<file path="src/rtl/regbank_wr_arbiter_if.sv">
// Bundle for the writeback requesters and the register-bank write port.
// With WR_FWD_EN defined it also carries the same-cycle forwarding copy of the accepted write.
interface regbank_wr_arbiter_if #(
  parameter int NUMREQ    = 2,
  parameter int NUMREGS   = 32,
  parameter int DATAWIDTH = 32
);
  localparam int AW  = (NUMREGS > 1) ? $clog2(NUMREGS) : 1;
  localparam int IDW = (NUMREQ > 1) ? $clog2(NUMREQ) : 1;

  logic [NUMREQ-1:0]           req_valid_i;
  logic [NUMREQ-1:0]           req_ready_o;
  logic [NUMREQ-1:0]           req_lock_i;
  logic [NUMREQ*AW-1:0]        req_addr_i;
  logic [NUMREQ*DATAWIDTH-1:0] req_data_i;
  logic                        we_o;
  logic [AW-1:0]               waddr_o;
  logic [DATAWIDTH-1:0]        wdata_o;
  logic [IDW-1:0]              gnt_id_o;
  logic                        busy_o;
`ifdef WR_FWD_EN
  logic                        fwd_valid_o;
  logic [AW-1:0]               fwd_addr_o;
  logic [DATAWIDTH-1:0]        fwd_data_o;
`endif

  // Requester side / bank-port observer
  modport master (
    output req_valid_i, req_lock_i, req_addr_i, req_data_i,
    input  req_ready_o, we_o, waddr_o, wdata_o, gnt_id_o, busy_o
`ifdef WR_FWD_EN
    , input fwd_valid_o, fwd_addr_o, fwd_data_o
`endif
  );

  // Arbiter side
  modport slave (
    input  req_valid_i, req_lock_i, req_addr_i, req_data_i,
    output req_ready_o, we_o, waddr_o, wdata_o, gnt_id_o, busy_o
`ifdef WR_FWD_EN
    , output fwd_valid_o, fwd_addr_o, fwd_data_o
`endif
  );
endinterface

</file>
<file path="src/rtl/regbank_wr_arbiter.sv">
// Round-robin arbiter with lockable grants in front of the single register-bank write port.
// Optional macro WR_FWD_EN adds a combinational bypass copy of the write accepted this cycle.
module regbank_wr_arbiter #(
  parameter int NUMREQ    = 2,
  parameter int NUMREGS   = 32,
  parameter int DATAWIDTH = 32
) (
  input  logic               clk_i,
  input  logic               rst_ni,
  input  logic               hold_i,
  regbank_wr_arbiter_if.slave bus
);
  localparam int AW  = (NUMREGS > 1) ? $clog2(NUMREGS) : 1;
  localparam int IDW = (NUMREQ > 1) ? $clog2(NUMREQ) : 1;

  typedef enum logic {
    ST_UNLOCKED = 1'b0,
    ST_LOCKED   = 1'b1
  } state_t;

  state_t               state_q, state_d;
  logic [IDW-1:0]       owner_q, owner_d;
  logic [IDW-1:0]       ptr_q, ptr_d;

  logic [IDW:0]         pick_p0;
  logic                 gnt_vld_p0;
  logic [IDW-1:0]       gnt_idx_p0;
  logic [AW-1:0]        sel_addr_p0;
  logic [DATAWIDTH-1:0] sel_data_p0;
  logic                 sel_lock_p0;
  logic                 wr_en_p0;

  logic                 we_p1;
  logic [AW-1:0]        waddr_p1;
  logic [DATAWIDTH-1:0] wdata_p1;
  logic [IDW-1:0]       gnt_id_p1;

  function automatic logic [IDW-1:0] ptr_inc(input logic [IDW-1:0] idx);
    if (int'(idx) >= NUMREQ - 1) return '0;
    return idx + IDW'(1);
  endfunction

  // Returns {found, index} of the first valid requester at or above ptr, wrapping.
  function automatic logic [IDW:0] rr_pick(input logic [NUMREQ-1:0] vld,
                                           input logic [IDW-1:0]    ptr);
    logic           found;
    logic [IDW-1:0] sel;
    int             j;
    found = 1'b0;
    sel   = '0;
    for (int i = 0; i < NUMREQ; i++) begin
      j = int'(ptr) + i;
      if (j >= NUMREQ) j = j - NUMREQ;
      if (!found && vld[j]) begin
        found = 1'b1;
        sel   = j[IDW-1:0];
      end
    end
    return {found, sel};
  endfunction

  // Stage p0: grant selection and operand mux
  always_comb begin
    pick_p0    = rr_pick(bus.req_valid_i, ptr_q);
    gnt_vld_p0 = 1'b0;
    gnt_idx_p0 = '0;
    if (rst_ni && !hold_i) begin
      if (state_q == ST_LOCKED) begin
        // The owner keeps the port even while idle; nobody else may slip in.
        gnt_vld_p0 = bus.req_valid_i[owner_q];
        gnt_idx_p0 = owner_q;
      end else begin
        gnt_vld_p0 = pick_p0[IDW];
        gnt_idx_p0 = pick_p0[IDW-1:0];
      end
    end
  end

  assign sel_addr_p0 = bus.req_addr_i[int'(gnt_idx_p0)*AW +: AW];
  assign sel_data_p0 = bus.req_data_i[int'(gnt_idx_p0)*DATAWIDTH +: DATAWIDTH];
  assign sel_lock_p0 = bus.req_lock_i[gnt_idx_p0];
  assign wr_en_p0    = gnt_vld_p0 && (sel_addr_p0 != '0);

  assign bus.req_ready_o = gnt_vld_p0 ? (NUMREQ'(1) << gnt_idx_p0) : '0;

  always_comb begin
    state_d = state_q;
    owner_d = owner_q;
    ptr_d   = ptr_q;
    if (gnt_vld_p0) begin
      case (state_q)
        ST_UNLOCKED: begin
          ptr_d = ptr_inc(gnt_idx_p0);
          if (sel_lock_p0) begin
            state_d = ST_LOCKED;
            owner_d = gnt_idx_p0;
          end
        end
        ST_LOCKED: begin
          // Pointer already sits one past the owner from the locking beat.
          if (!sel_lock_p0) state_d = ST_UNLOCKED;
        end
        default: state_d = ST_UNLOCKED;
      endcase
    end
  end

  always_ff @(posedge clk_i or negedge rst_ni) begin
    if (!rst_ni) begin
      state_q <= ST_UNLOCKED;
      owner_q <= '0;
      ptr_q   <= '0;
    end else begin
      state_q <= state_d;
      owner_q <= owner_d;
      ptr_q   <= ptr_d;
    end
  end

  // Stage p1: registered bank write port
  always_ff @(posedge clk_i or negedge rst_ni) begin
    if (!rst_ni) begin
      we_p1     <= 1'b0;
      waddr_p1  <= '0;
      wdata_p1  <= '0;
      gnt_id_p1 <= '0;
    end else begin
      we_p1 <= wr_en_p0;
      if (gnt_vld_p0) begin
        waddr_p1  <= sel_addr_p0;
        wdata_p1  <= sel_data_p0;
        gnt_id_p1 <= gnt_idx_p0;
      end
    end
  end

  assign bus.we_o     = we_p1;
  assign bus.waddr_o  = waddr_p1;
  assign bus.wdata_o  = wdata_p1;
  assign bus.gnt_id_o = gnt_id_p1;
  assign bus.busy_o   = (state_q == ST_LOCKED);

`ifdef WR_FWD_EN
  assign bus.fwd_valid_o = wr_en_p0;
  assign bus.fwd_addr_o  = sel_addr_p0;
  assign bus.fwd_data_o  = sel_data_p0;
`endif

`ifndef SYNTHESIS
  a_ready_onehot : assert property (@(posedge clk_i) disable iff (!rst_ni)
    $onehot0(bus.req_ready_o));
  a_ready_needs_valid : assert property (@(posedge clk_i) disable iff (!rst_ni)
    ((bus.req_ready_o & ~bus.req_valid_i) == '0));
`endif

endmodule

</file>
<file path="src/flat_wrapper.sv">
// flat-port wrapper written by rule: the top's interface ports become plain ports
module regbank_wr_arbiter_flat 
#(
  parameter int NUMREQ    = 2,
  parameter int NUMREGS   = 32,
  parameter int DATAWIDTH = 32
)
  (clk_i, rst_ni, hold_i, bus_req_valid_i, bus_req_lock_i, bus_req_addr_i, bus_req_data_i, bus_req_ready_o, bus_we_o, bus_waddr_o, bus_wdata_o, bus_gnt_id_o, bus_busy_o);
  regbank_wr_arbiter_if #(.NUMREQ(NUMREQ), .NUMREGS(NUMREGS), .DATAWIDTH(DATAWIDTH)) bus_i ();
  input  logic clk_i;
  input  logic rst_ni;
  input  logic hold_i;
  input wire logic [$bits(bus_i.req_valid_i)-1:0] bus_req_valid_i;
  input wire logic [$bits(bus_i.req_lock_i)-1:0] bus_req_lock_i;
  input wire logic [$bits(bus_i.req_addr_i)-1:0] bus_req_addr_i;
  input wire logic [$bits(bus_i.req_data_i)-1:0] bus_req_data_i;
  output wire logic [$bits(bus_i.req_ready_o)-1:0] bus_req_ready_o;
  output wire logic [$bits(bus_i.we_o)-1:0] bus_we_o;
  output wire logic [$bits(bus_i.waddr_o)-1:0] bus_waddr_o;
  output wire logic [$bits(bus_i.wdata_o)-1:0] bus_wdata_o;
  output wire logic [$bits(bus_i.gnt_id_o)-1:0] bus_gnt_id_o;
  output wire logic [$bits(bus_i.busy_o)-1:0] bus_busy_o;
  assign bus_i.req_valid_i = bus_req_valid_i;
  assign bus_i.req_lock_i = bus_req_lock_i;
  assign bus_i.req_addr_i = bus_req_addr_i;
  assign bus_i.req_data_i = bus_req_data_i;
  assign bus_req_ready_o = bus_i.req_ready_o;
  assign bus_we_o = bus_i.we_o;
  assign bus_waddr_o = bus_i.waddr_o;
  assign bus_wdata_o = bus_i.wdata_o;
  assign bus_gnt_id_o = bus_i.gnt_id_o;
  assign bus_busy_o = bus_i.busy_o;
  regbank_wr_arbiter #(.NUMREQ(NUMREQ), .NUMREGS(NUMREGS), .DATAWIDTH(DATAWIDTH)) u_core (.clk_i(clk_i), .rst_ni(rst_ni), .hold_i(hold_i), .bus(bus_i));
endmodule
</file>
<file path="config.mk">
export PLATFORM = sky130hd
export DESIGN_NAME = regbank_wr_arbiter_flat
export DESIGN_NICKNAME = d
export VERILOG_FILES = /design/src/rtl/regbank_wr_arbiter_if.sv /design/src/rtl/regbank_wr_arbiter.sv /design/src/flat_wrapper.sv
export SDC_FILE = /design/constraint.sdc
export NUM_CORES = 1
export LEC_CHECK = 0
export BUFFER_PORTS_ARGS = -buffer_cell sky130_fd_sc_hd__buf_2
export CAP_MARGIN = 25
export CORE_UTILIZATION = 45
export CTS_CLUSTER_SIZE = 20
export DETAILED_ROUTE_END_ITERATION = 10
export PLACE_DENSITY = 0.82
export SLEW_MARGIN = 25
export SYNTH_ARGS = -nofsm -noshare
export SYNTH_HDL_FRONTEND = slang
export SYNTH_SLANG_ARGS = --single-unit
</file>
<file path="constraint.sdc">
create_clock -name clk_i -period 3.97 [get_ports clk_i]
set_input_delay 0.5955 -clock clk_i [delete_from_list [all_inputs] [get_ports clk_i]]
set_output_delay 0.5955 -clock clk_i [all_outputs]
set_load 0.005 [all_outputs]
</file>
## Word level (Yosys, flattened, before mapping)

Cells that the tools add are included.

- $add $sub $neg: 4
- Multipliers: 1
- Order comparisons: 7
- Shift operators: 3
- Multiplexer cells: 27
- Bitwise logic cells: 1
- Reductions and logical operators: 8

Operators with widths:

| cell | count |
|---|---|
| $lt 32x3->1 const B | 2 |
| $mux 32 | 2 |
| $shiftx 64x7->32 | 1 |
| $ge 32x3->1 const B | 1 |
| $shiftx 10x32->5 | 1 |
| $sub 32x3->32 const B | 1 |
| $mux 1 | 24 |
| $reduce_bool 5->1 | 1 |
| $lt 1x2->1 const B | 2 |
| $mul 1x3->4 const B | 1 |
| $logic_and 1x1->1 | 3 |
| $reduce_and 3->1 | 1 |
| $sub 1x2->3 const B | 1 |
| $add 1x1->2 const B | 1 |
| $ge 1x2->1 const B | 1 |
| $logic_not 1->1 | 2 |
| $mux 2 | 1 |
| $reduce_and 2->1 | 1 |
| $shl 1x1->2 const A | 1 |
| $add 1x1->1 const B | 1 |
| $ge 1x1->1 const B | 1 |
| $not 1->1 | 1 |

- Bits in registers: 42
- Input port bits: 81
- Output and inout bits: 42

## Longest topological paths before layout

Gate-level depths: netlist (run 1).

- Depth after elaboration: 16
- Mapped depth: 7
- Mapped depth without buffers: 4

## Least setup slack after synthesis (run 1)

No wires, ideal clock.

- Kind: input to output
- From: input rst_ni
- To: output bus_req_ready_o[1]
- Data arrival time: 1.359 ns
- Path slack: 2.015 ns
- Stages: 5
- Buffers on the path: 2
- Cells stage by stage: nor2b_1 -> clkbuf_2 -> clkbuf_1 -> nand2_1 -> nor2_1

- Word-level cells in the longest chain between the ends: 4
- Elaborated cells on any way between the ends: 5
- Classes of those cells: shift: 1; mux: 3; reduce/logical: 1

RTL lines:

| item | line | text |
|---|---|---|
| start: declaration | flat_wrapper.sv:11 | `input logic rst_ni;` |
| $logic_and 1x1->1 (*) | regbank_wr_arbiter.sv:67 | `if (rst_ni && !hold_i) begin` |
| $mux 1 | regbank_wr_arbiter.sv:67 |  |
| $shl 1x1->2 | regbank_wr_arbiter.sv:84 | `assign bus.req_ready_o = gnt_vld_p0 ? (NUMREQ'(1) << gnt_idx_p0) : '0;` |
| $mux 2 (*) | regbank_wr_arbiter.sv:84 |  |
| end: declaration | flat_wrapper.sv:17 | `output wire logic [$bits(bus_i.req_ready_o)-1:0] bus_req_ready_o;` |

Mark *: on every way between the ends. The rest lies on a longest branch, timed or not.

## Worst setup path after layout (run 1)

- From: register u_core.state_q, in the netlist u_core.bus.busy_o
- To: output bus_req_ready_o[1]

- Word-level cells in the longest chain between the ends: 4
- Elaborated cells on any way between the ends: 6
- Classes of those cells: shift: 1; mux: 5

RTL lines:

| item | line | text |
|---|---|---|
| start: declaration | regbank_wr_arbiter.sv:21 | `state_t state_q, state_d;` |
| start signal: assignment | regbank_wr_arbiter.sv:114 | `state_q <= state_d;` |
| $mux 1 | regbank_wr_arbiter.sv:68 | `if (state_q == ST_LOCKED) begin` |
| $mux 1 | regbank_wr_arbiter.sv:67 |  |
| $shl 1x1->2 | regbank_wr_arbiter.sv:84 |  |
| $mux 2 (*) | regbank_wr_arbiter.sv:84 |  |

Marked as above.

==> reports/qor.tcl, run 1 <==
set qor(status) {complete, but fails checks}
set qor(failed_checks) {DRC}
set qor(groute.usage.overall) 0.2599
set qor(clock-root-buffer) {clkbuf_8}
set qor(place.detailed.hpwl_um) 4145
set qor(drc) 18
set qor(holdCritPathClass) {input pin to async pin}
set qor(layout-drive-gt1-share) 0.3900
set qor(start_kind) {register}
set qor(most_common_cell_after_layout_fill_and_taps_aside) {buf_2}
set qor(clkSlewWorstSetupHoldPaths_ps) 80
set qor(io_pins) 123
set qor(drtIter0Drc) 172
set qor(timing.final.crit_share) 0.6252
set qor(crit_type) {register to output port}
set qor(cts_tree) {done}
set qor(hold_violations) 0
set qor(diodes) 0
set qor(max_cap_viol_count) 0
set qor(share_of_synthesized_area_occupied_by_flip_flops_and_latches) 0.4947
set qor(row_count) 24
set qor(syn-num-nets) 330
set qor(timing.critical_path.arrival_ps) 1890
set qor(internal-power_w) 0.001072
set qor(grt_pass1_wl_um) 10260
set qor(worstPathRequired_ps) 3370
set qor(core-area_sq_mm) 0.004444
set qor(detailedRoute.firstPassIterationCount) 7
set qor(place.detailed.instances) 403
set qor(ir_worst_vdd_mv) 0.2922
set qor(total_of_buffers_placed_on_input_and_output_ports) 122
set qor(relSlewSlack) 0.4423
set qor(dieHeight_um) 70.71
set qor(power.static_leakage_nw) 1.320
set qor(worstPathMaxFanout) 18
set qor(synth.cell_area_sq_mm) 0.002125
set qor(final_period_minus_worst_setup_slack_ps) 2482
set qor(htree_num_levels) 2
set qor(setup-tns-final_ps) 0
set qor(drtAntennaViolNets) 0
set qor(yosys_warnings) 0
set qor(r2r_slack_ps) 2070
set qor(power_per_cell_area_mw_per_mm2) 612.7
set qor(grt_antenna_before_repair) 0
set qor(finalClockSkew_ps) 4.640
set qor(grt_max_degree) 44
set qor(clock_path_buffers) 2
set qor(syn2layout_area_growth_pct) 34.57
set qor(fmax_ghz) 0.4029
set qor(power_frac_clock) 0.147
set qor(grt_pass1_vias) 2242
set qor(unrepaired_setup_endpoints_after_global_routing) {no}
set qor(power_frac_comb) 0.429
set qor(synthesis.instances) 249
set qor(critical_path.reg2reg.startpoint) {u_core.bus.busy_o}
set qor(die_area_sq_mm) 0.005000
set qor(finish.cell_count_without_fillers) 411
set qor(total_switching_power_w) 0.0006799
set qor(die-width_um) 70.71
set qor(worstRegToRegCells) 3
set qor(final_max_slew_viol_count) 0
set qor(post_cts_setup_repair_bufs) 0
set qor(final_nets) 440
set qor(start_util) 0.4780
set qor(cts-buffers-inserted) 5
set qor(postRouteWirelength_um) 6253
set qor(synth.lib_cells_used.distinct) 22
set qor(worst_flop_to_flop_path_endpoint) {u_core.bus.we_o}
set qor(worst_pin_slew_ps) 836.5
set qor(avgSynthCellArea_sq_um) 8.532
set qor(clock_sinks) 42
set qor(cts-hold-fix-buffers) 0
set qor(detailroute.via_count) 2311
set qor(sum_of_overflow_across_all_layers_after_global_routing) 0
set qor(report.final.setup_viol) 0
set qor(critPathCaptureType) {output port}
set qor(routedWlPerCell_um) 15.21
set qor(clk_latency_ps) 280
set qor(vias_per_cell) 5.623
set qor(routabilityCongestion) 0.7726
set qor(pwr-share-seq) 0.425
set qor(number_of_synthesized_register_bits) 42
set qor(switching_share) 0.3881
set qor(post_cts_resized) 0
set qor(most-common-layout-cells) {buf_2 (122), nor2_1 (42), dfrtp_1 (42)}
[worst max-delay path, cell delays in order (launching register included)]
cell and delay [ps]:
dfrtp_1 480, nand2b_1 240, o21ai_4 440, nand2_1 210
nor2_1 120, buf_2 120
[power by group through the flow]
stage | logic (W) | clock network [W] | registers, W
finish | 0.000751 | 0.000257 | 0.000744
global route | 0.000851 | 0.000282 | 0.000770
CTS | 0.000751 | 0.000262 | 0.000740
detailed placement | 0.000750 | 0 | 0.000745
global placement | 0.000726 | 0 | 0.000741
floorplan | 0.000385 | 0 | 0.000763
[synthesized netlist by cell type]
cell       number  share of area
buf_2           4         0.0094
a31oi_1        39           0.11
nand2b_1        4          0.012
o221a_2         2          0.011
nor2b_1         3         0.0088
o21ai_0        35          0.082
dfrtp_1        42           0.49
buf_4           3          0.011
nor2_1         42          0.074
nand2_1         3         0.0053
or4_1           2         0.0071
a21boi_2        1         0.0053
o221ai_2        1         0.0071
clkbuf_2        2         0.0047
nand3_1         1         0.0024
clkbuf_1       16          0.028
a21boi_1        1         0.0035
o21ai_1         5          0.012
o311a_1         1         0.0047
a21oi_1        40          0.094
o21ai_2         1         0.0041
a2bb2oi_1       1         0.0041
[through the flow]
stage / hold slack (ps) / total power, W / utilization / worst slack (ps) / area (sq um)
after floorplan: 299.9 / 0.001148 / - / 2015 / 2125
after global placement: 474.1 / 0.001467 / 0.6199 / 1342 / 2755
after detailed placement: 467.8 / 0.001496 / 0.6199 / 1352 / 2755
after CTS: 447.5 / 0.001753 / 0.6371 / 1287 / 2831
after global routing: 451.9 / 0.001903 / 0.6433 / 1312 / 2859
final: 416.4 / 0.001752 / 0.6433 / 1488 / 2859
[layout make-up]
class	count	area [sq um]
fill	393	1585
sequential	42	1051
multi-input combinational	182	991.0
timing repair buffer	128	675.6
clock buffer	7	76.32
tap	52	65.06
[routing by layer]
metal / vias up / global-route usage / routed length (um) / share of wire
met4: 0 / 0.06667 / 55 / 0.0088
met2: 100 / 0.4712 / 3144 / 0.50
met5: - / 0 / 0 / 0
li1: 1125 / - / - / -
met3: 4 / 0.04986 / 397 / 0.063
met1: 1082 / 0.3178 / 2655 / 0.42
[cell families (layout without fill, tap and decap cells)]
group           Yosys count  in the layout  share of synthesized area
compound gates          127            127                     0.3428
buf+inv                  25            135                    0.05300
simple gates             55             55                     0.1095
flops                    42             42                     0.4947
[sequential cells by signal (all words and copies together) (netlist names)]
signal,flops
u_core.bus.gnt_id_o,1
u_core.bus.waddr_o,5
u_core.bus.busy_o,1
u_core.bus.we_o,1
u_core.ptr_q,1
u_core.owner_q,1
u_core.bus.wdata_o,32
[worst max-delay path by stage]
stage	start	end	slack [ps]	cells past startpoint
final	u_core.bus.busy_o	bus_req_ready_o[1]	1490	5
after CTS	u_core.owner_q	bus_req_ready_o[1]	1290	4
after global routing	u_core.bus.busy_o	bus_req_ready_o[1]	1310	5
after global placement	bus_req_valid_i[0]	bus_req_ready_o[1]	1340	5
after detailed placement	bus_req_valid_i[0]	bus_req_ready_o[1]	1350	5
after floorplan	rst_ni	bus_req_ready_o[1]	2020	5
Power figures use the tool's default switching activity.
==> inputs of run 2 (changes only) <==
--- a/config.mk
+++ b/config.mk
@@ -7,10 +7,10 @@
 export LEC_CHECK = 0
 export BUFFER_PORTS_ARGS = -buffer_cell sky130_fd_sc_hd__buf_2
 export CAP_MARGIN = 25
-export CORE_UTILIZATION = 45
+export CORE_UTILIZATION = 44
 export CTS_CLUSTER_SIZE = 20
 export DETAILED_ROUTE_END_ITERATION = 10
-export PLACE_DENSITY = 0.82
+export PLACE_DENSITY = 0.8
 export SLEW_MARGIN = 25
 export SYNTH_ARGS = -nofsm -noshare
 export SYNTH_HDL_FRONTEND = slang
==> constraint.sdc (replaced) <==
create_clock -name clk_i -period 2.37 [get_ports clk_i]
set_input_delay 0.3555 -clock clk_i [delete_from_list [all_inputs] [get_ports clk_i]]
set_output_delay 0.3555 -clock clk_i [all_outputs]
set_load 0.005 [all_outputs]
==> run 2 against run 1 <==
The run now ends clean. Power up 70%. Global-route usage shrank 0.074 points. Critical path depth fell by 1. Highest routed layer unchanged. Utilization shrank 0.22 points. Sequential power rose by 68%. Non-clock buffer count is 4 higher. Cell count grew 0.73%. Via count up 2.2%. Wire length rose by 1.2%. Clock skew is 0.87 ps lower. Sequential share of layout area shrank 0.37 points.
==> reports/qor.tcl, run 2 (synthesis results as in run 1) <==
set qor(status) {finished, final reports clean}
set qor(vias_per_cell) 5.703 ;# +1.4%
set qor(relSlewSlack) 0.5644 ;# +0.1220
set qor(r2r_slack_ps) 460 ;# -1610 ps
set qor(critPathCaptureType) {output port}
set qor(cts-buffers-inserted) 5 ;# unchanged
set qor(start_util) 0.4717 ;# -0.006374
set qor(row_count) 24 ;# unchanged
set qor(final_period_minus_worst_setup_slack_ps) 2153
set qor(diodes) 0 ;# unchanged
set qor(use_met1) 0.3367 ;# +0.01884
set qor(drtIter0Drc) 120 ;# -30%
set qor(worstRegToRegCells) 5 ;# +2
set qor(globalRouteMet3Util) 0.05204 ;# +0.002182
set qor(grt_max_degree) 40 ;# -9.1%
set qor(cp.buffers_inverters) 1 ;# unchanged
set qor(worstPathRequired_ps) 2010 ;# -1360 ps
set qor(most_common_cell_after_layout_fill_and_taps_aside) {buf_2}
set qor(setup-tns-final_ps) 0 ;# unchanged
set qor(cp_cell_sequence) {nand2b_1 > o221ai_4 > nor2_1 > buf_2}
set qor(power_per_cell_area_mw_per_mm2) 1030 ;# +68%
set qor(internal-power_w) 0.001831 ;# +71%
set qor(syn2layout_area_growth_pct) 35.92
set qor(dieHeight_um) 71.49 ;# +1.1%
set qor(timing.critical_path.arrival_ps) 1800 ;# -90 ps
set qor(post_cts_resized) 0 ;# unchanged
set qor(total_switching_power_w) 0.001142 ;# +68%
set qor(grt.busiest_layer) {met2}
set qor(layout-drive-gt1-share) 0.4006 ;# +0.01058
set qor(critPathTopFamily) {compound AO/OA/AOI/OAI gates}
set qor(clock-root-buffer) {clkbuf_8}
set qor(grt_pass1_wl_um) 10320 ;# +0.54%
set qor(clock_sinks) 42 ;# unchanged
set qor(total_of_buffers_placed_on_input_and_output_ports) 122 ;# unchanged
set qor(unrepaired_setup_endpoints_after_global_routing) {no}
set qor(grt_antenna_before_repair) 0 ;# unchanged
set qor(cts-hold-fix-buffers) 0 ;# unchanged
set qor(slowest_stage) {o221ai_4}
set qor(hold_violations) 0 ;# unchanged
set qor(die-width_um) 71.49 ;# +1.1%
set qor(holdCritPathClass) {input pin to async pin}
set qor(drc) 0 ;# -18
set qor(grt_util_met2) 0.4476 ;# -0.02353
set qor(critical_path.reg2reg.startpoint) {u_core.bus.busy_o}
set qor(timing.critical_path.slowest_cell_delay_ps) 560 ;# +80 ps
set qor(routedWlPerCell_um) 15.28 ;# +0.45%
set qor(finalClockSkew_ps) 3.766 ;# -0.8735 ps
set qor(fmax_ghz) 0.4644
set qor(detailedRoute.firstPassIterationCount) 4 ;# -3
set qor(postRouteWirelength_um) 6327 ;# +1.2%
set qor(start_kind) {register}
set qor(drtAntennaViolNets) 0 ;# unchanged
set qor(post_cts_setup_repair_bufs) 0 ;# unchanged
set qor(most-common-layout-cells) {buf_2 (122), nor2_1 (42), dfrtp_1 (42)}
set qor(pwr-share-seq) 0.419 ;# -0.006
set qor(cts_tree) {done}
set qor(core-area_sq_mm) 0.004504 ;# +1.4%
set qor(place.detailed.instances) 408 ;# +1.2%
set qor(groute.usage.overall) 0.2591 ;# -0.0007363
set qor(switching_share) 0.3842 ;# -0.003947
set qor(timing.final.crit_share) 0.9085
set qor(htree_num_levels) 2 ;# unchanged
set qor(worst_pin_slew_ps) 653.5 ;# -183.0 ps
set qor(grt_pass1_vias) 2193 ;# -2.2%
set qor(power_frac_clock) 0.155 ;# +0.008
set qor(finish.cell_count_without_fillers) 414 ;# +0.73%
set qor(power_frac_comb) 0.426 ;# -0.003
set qor(clkSlewWorstSetupHoldPaths_ps) 80 ;# about the same
set qor(die_area_sq_mm) 0.005110 ;# +2.2%
set qor(detailroute.via_count) 2361 ;# +2.2%
set qor(final_nets) 444 ;# +0.91%
set qor(io_pins) 123 ;# unchanged
set qor(routabilityCongestion) 0.8181 ;# +5.9%
set qor(power.static_leakage_nw) 1.339 ;# +1.4%
set qor(worstPathMaxFanout) 23 ;# +5
set qor(largest_register_ff_count) 32 ;# unchanged
set qor(report.power.total_w) 0.002973 ;# +70%
set qor(clk_latency_ps) 290 ;# about the same
set qor(worst_flop_to_flop_path_endpoint) {u_core.bus.wdata_o[16]}
set qor(report.final.setup_viol) 0 ;# unchanged
set qor(max_cap_viol_count) 0 ;# unchanged
set qor(ir_worst_vdd_mv) 0.6270 ;# +110%
set qor(clock_path_buffers) 2 ;# unchanged
set qor(crit_type) {register to output port}
set qor(final_max_slew_viol_count) 0 ;# unchanged
set qor(place.detailed.hpwl_um) 4477 ;# +8.0%
set qor(sum_of_overflow_across_all_layers_after_global_routing) 0 ;# unchanged
run 2: worst max path at each step:
stage	depth (start not counted)	end	start	slack (ps)
floorplan	4	bus_req_ready_o[0]	u_core.bus.busy_o	810
global placement	6	u_core.bus.wdata_o[1]	bus_req_valid_i[0]	480
global route	4	bus_req_ready_o[1]	u_core.bus.busy_o	50
detailed placement	6	u_core.bus.wdata_o[16]	rst_ni	420
CTS	4	bus_req_ready_o[1]	u_core.owner_q	230
finish	4	bus_req_ready_o[1]	u_core.bus.busy_o	220
run 2: area by class of cell:
class | count | area (sq um)
fill | 403 | 1617
sequential | 42 | 1051
multi-input combinational | 182 | 991.0
timing repair buffer | 132 | 698.2
clock buffer | 6 | 82.58
tap | 52 | 65.06
run 2: power groups by stage:
stage                     combinational, W  clock (W)  sequential [W]
after global placement             0.00124          0         0.00125
after floorplan                   0.000644          0         0.00128
after global routing               0.00142   0.000499         0.00129
after CTS                          0.00128   0.000472         0.00124
final                              0.00127   0.000459         0.00125
after detailed placement           0.00127          0         0.00125
run 2: layer usage:
metal	part of all wire	routed length [um]
met5	0	0
met4	0.0070	44
met3	0.079	498
met2	0.49	3077
met1	0.43	2706
run 2: through the flow:
stage | hold slack, ps | setup WS (ps) | instance area [sq um] | utilization
2_1_floorplan | 59.91 | 810.0 | 2125 | -
3_3_place_gp | 366.0 | 481.6 | 2805 | 0.6228
3_5_place_dp | 376.2 | 424.3 | 2805 | 0.6228
4_1_cts | 61.60 | 231.5 | 2888 | 0.6411
5_1_grt | 77.02 | 53.89 | 2888 | 0.6411
6_report | 57.75 | 216.9 | 2888 | 0.6411
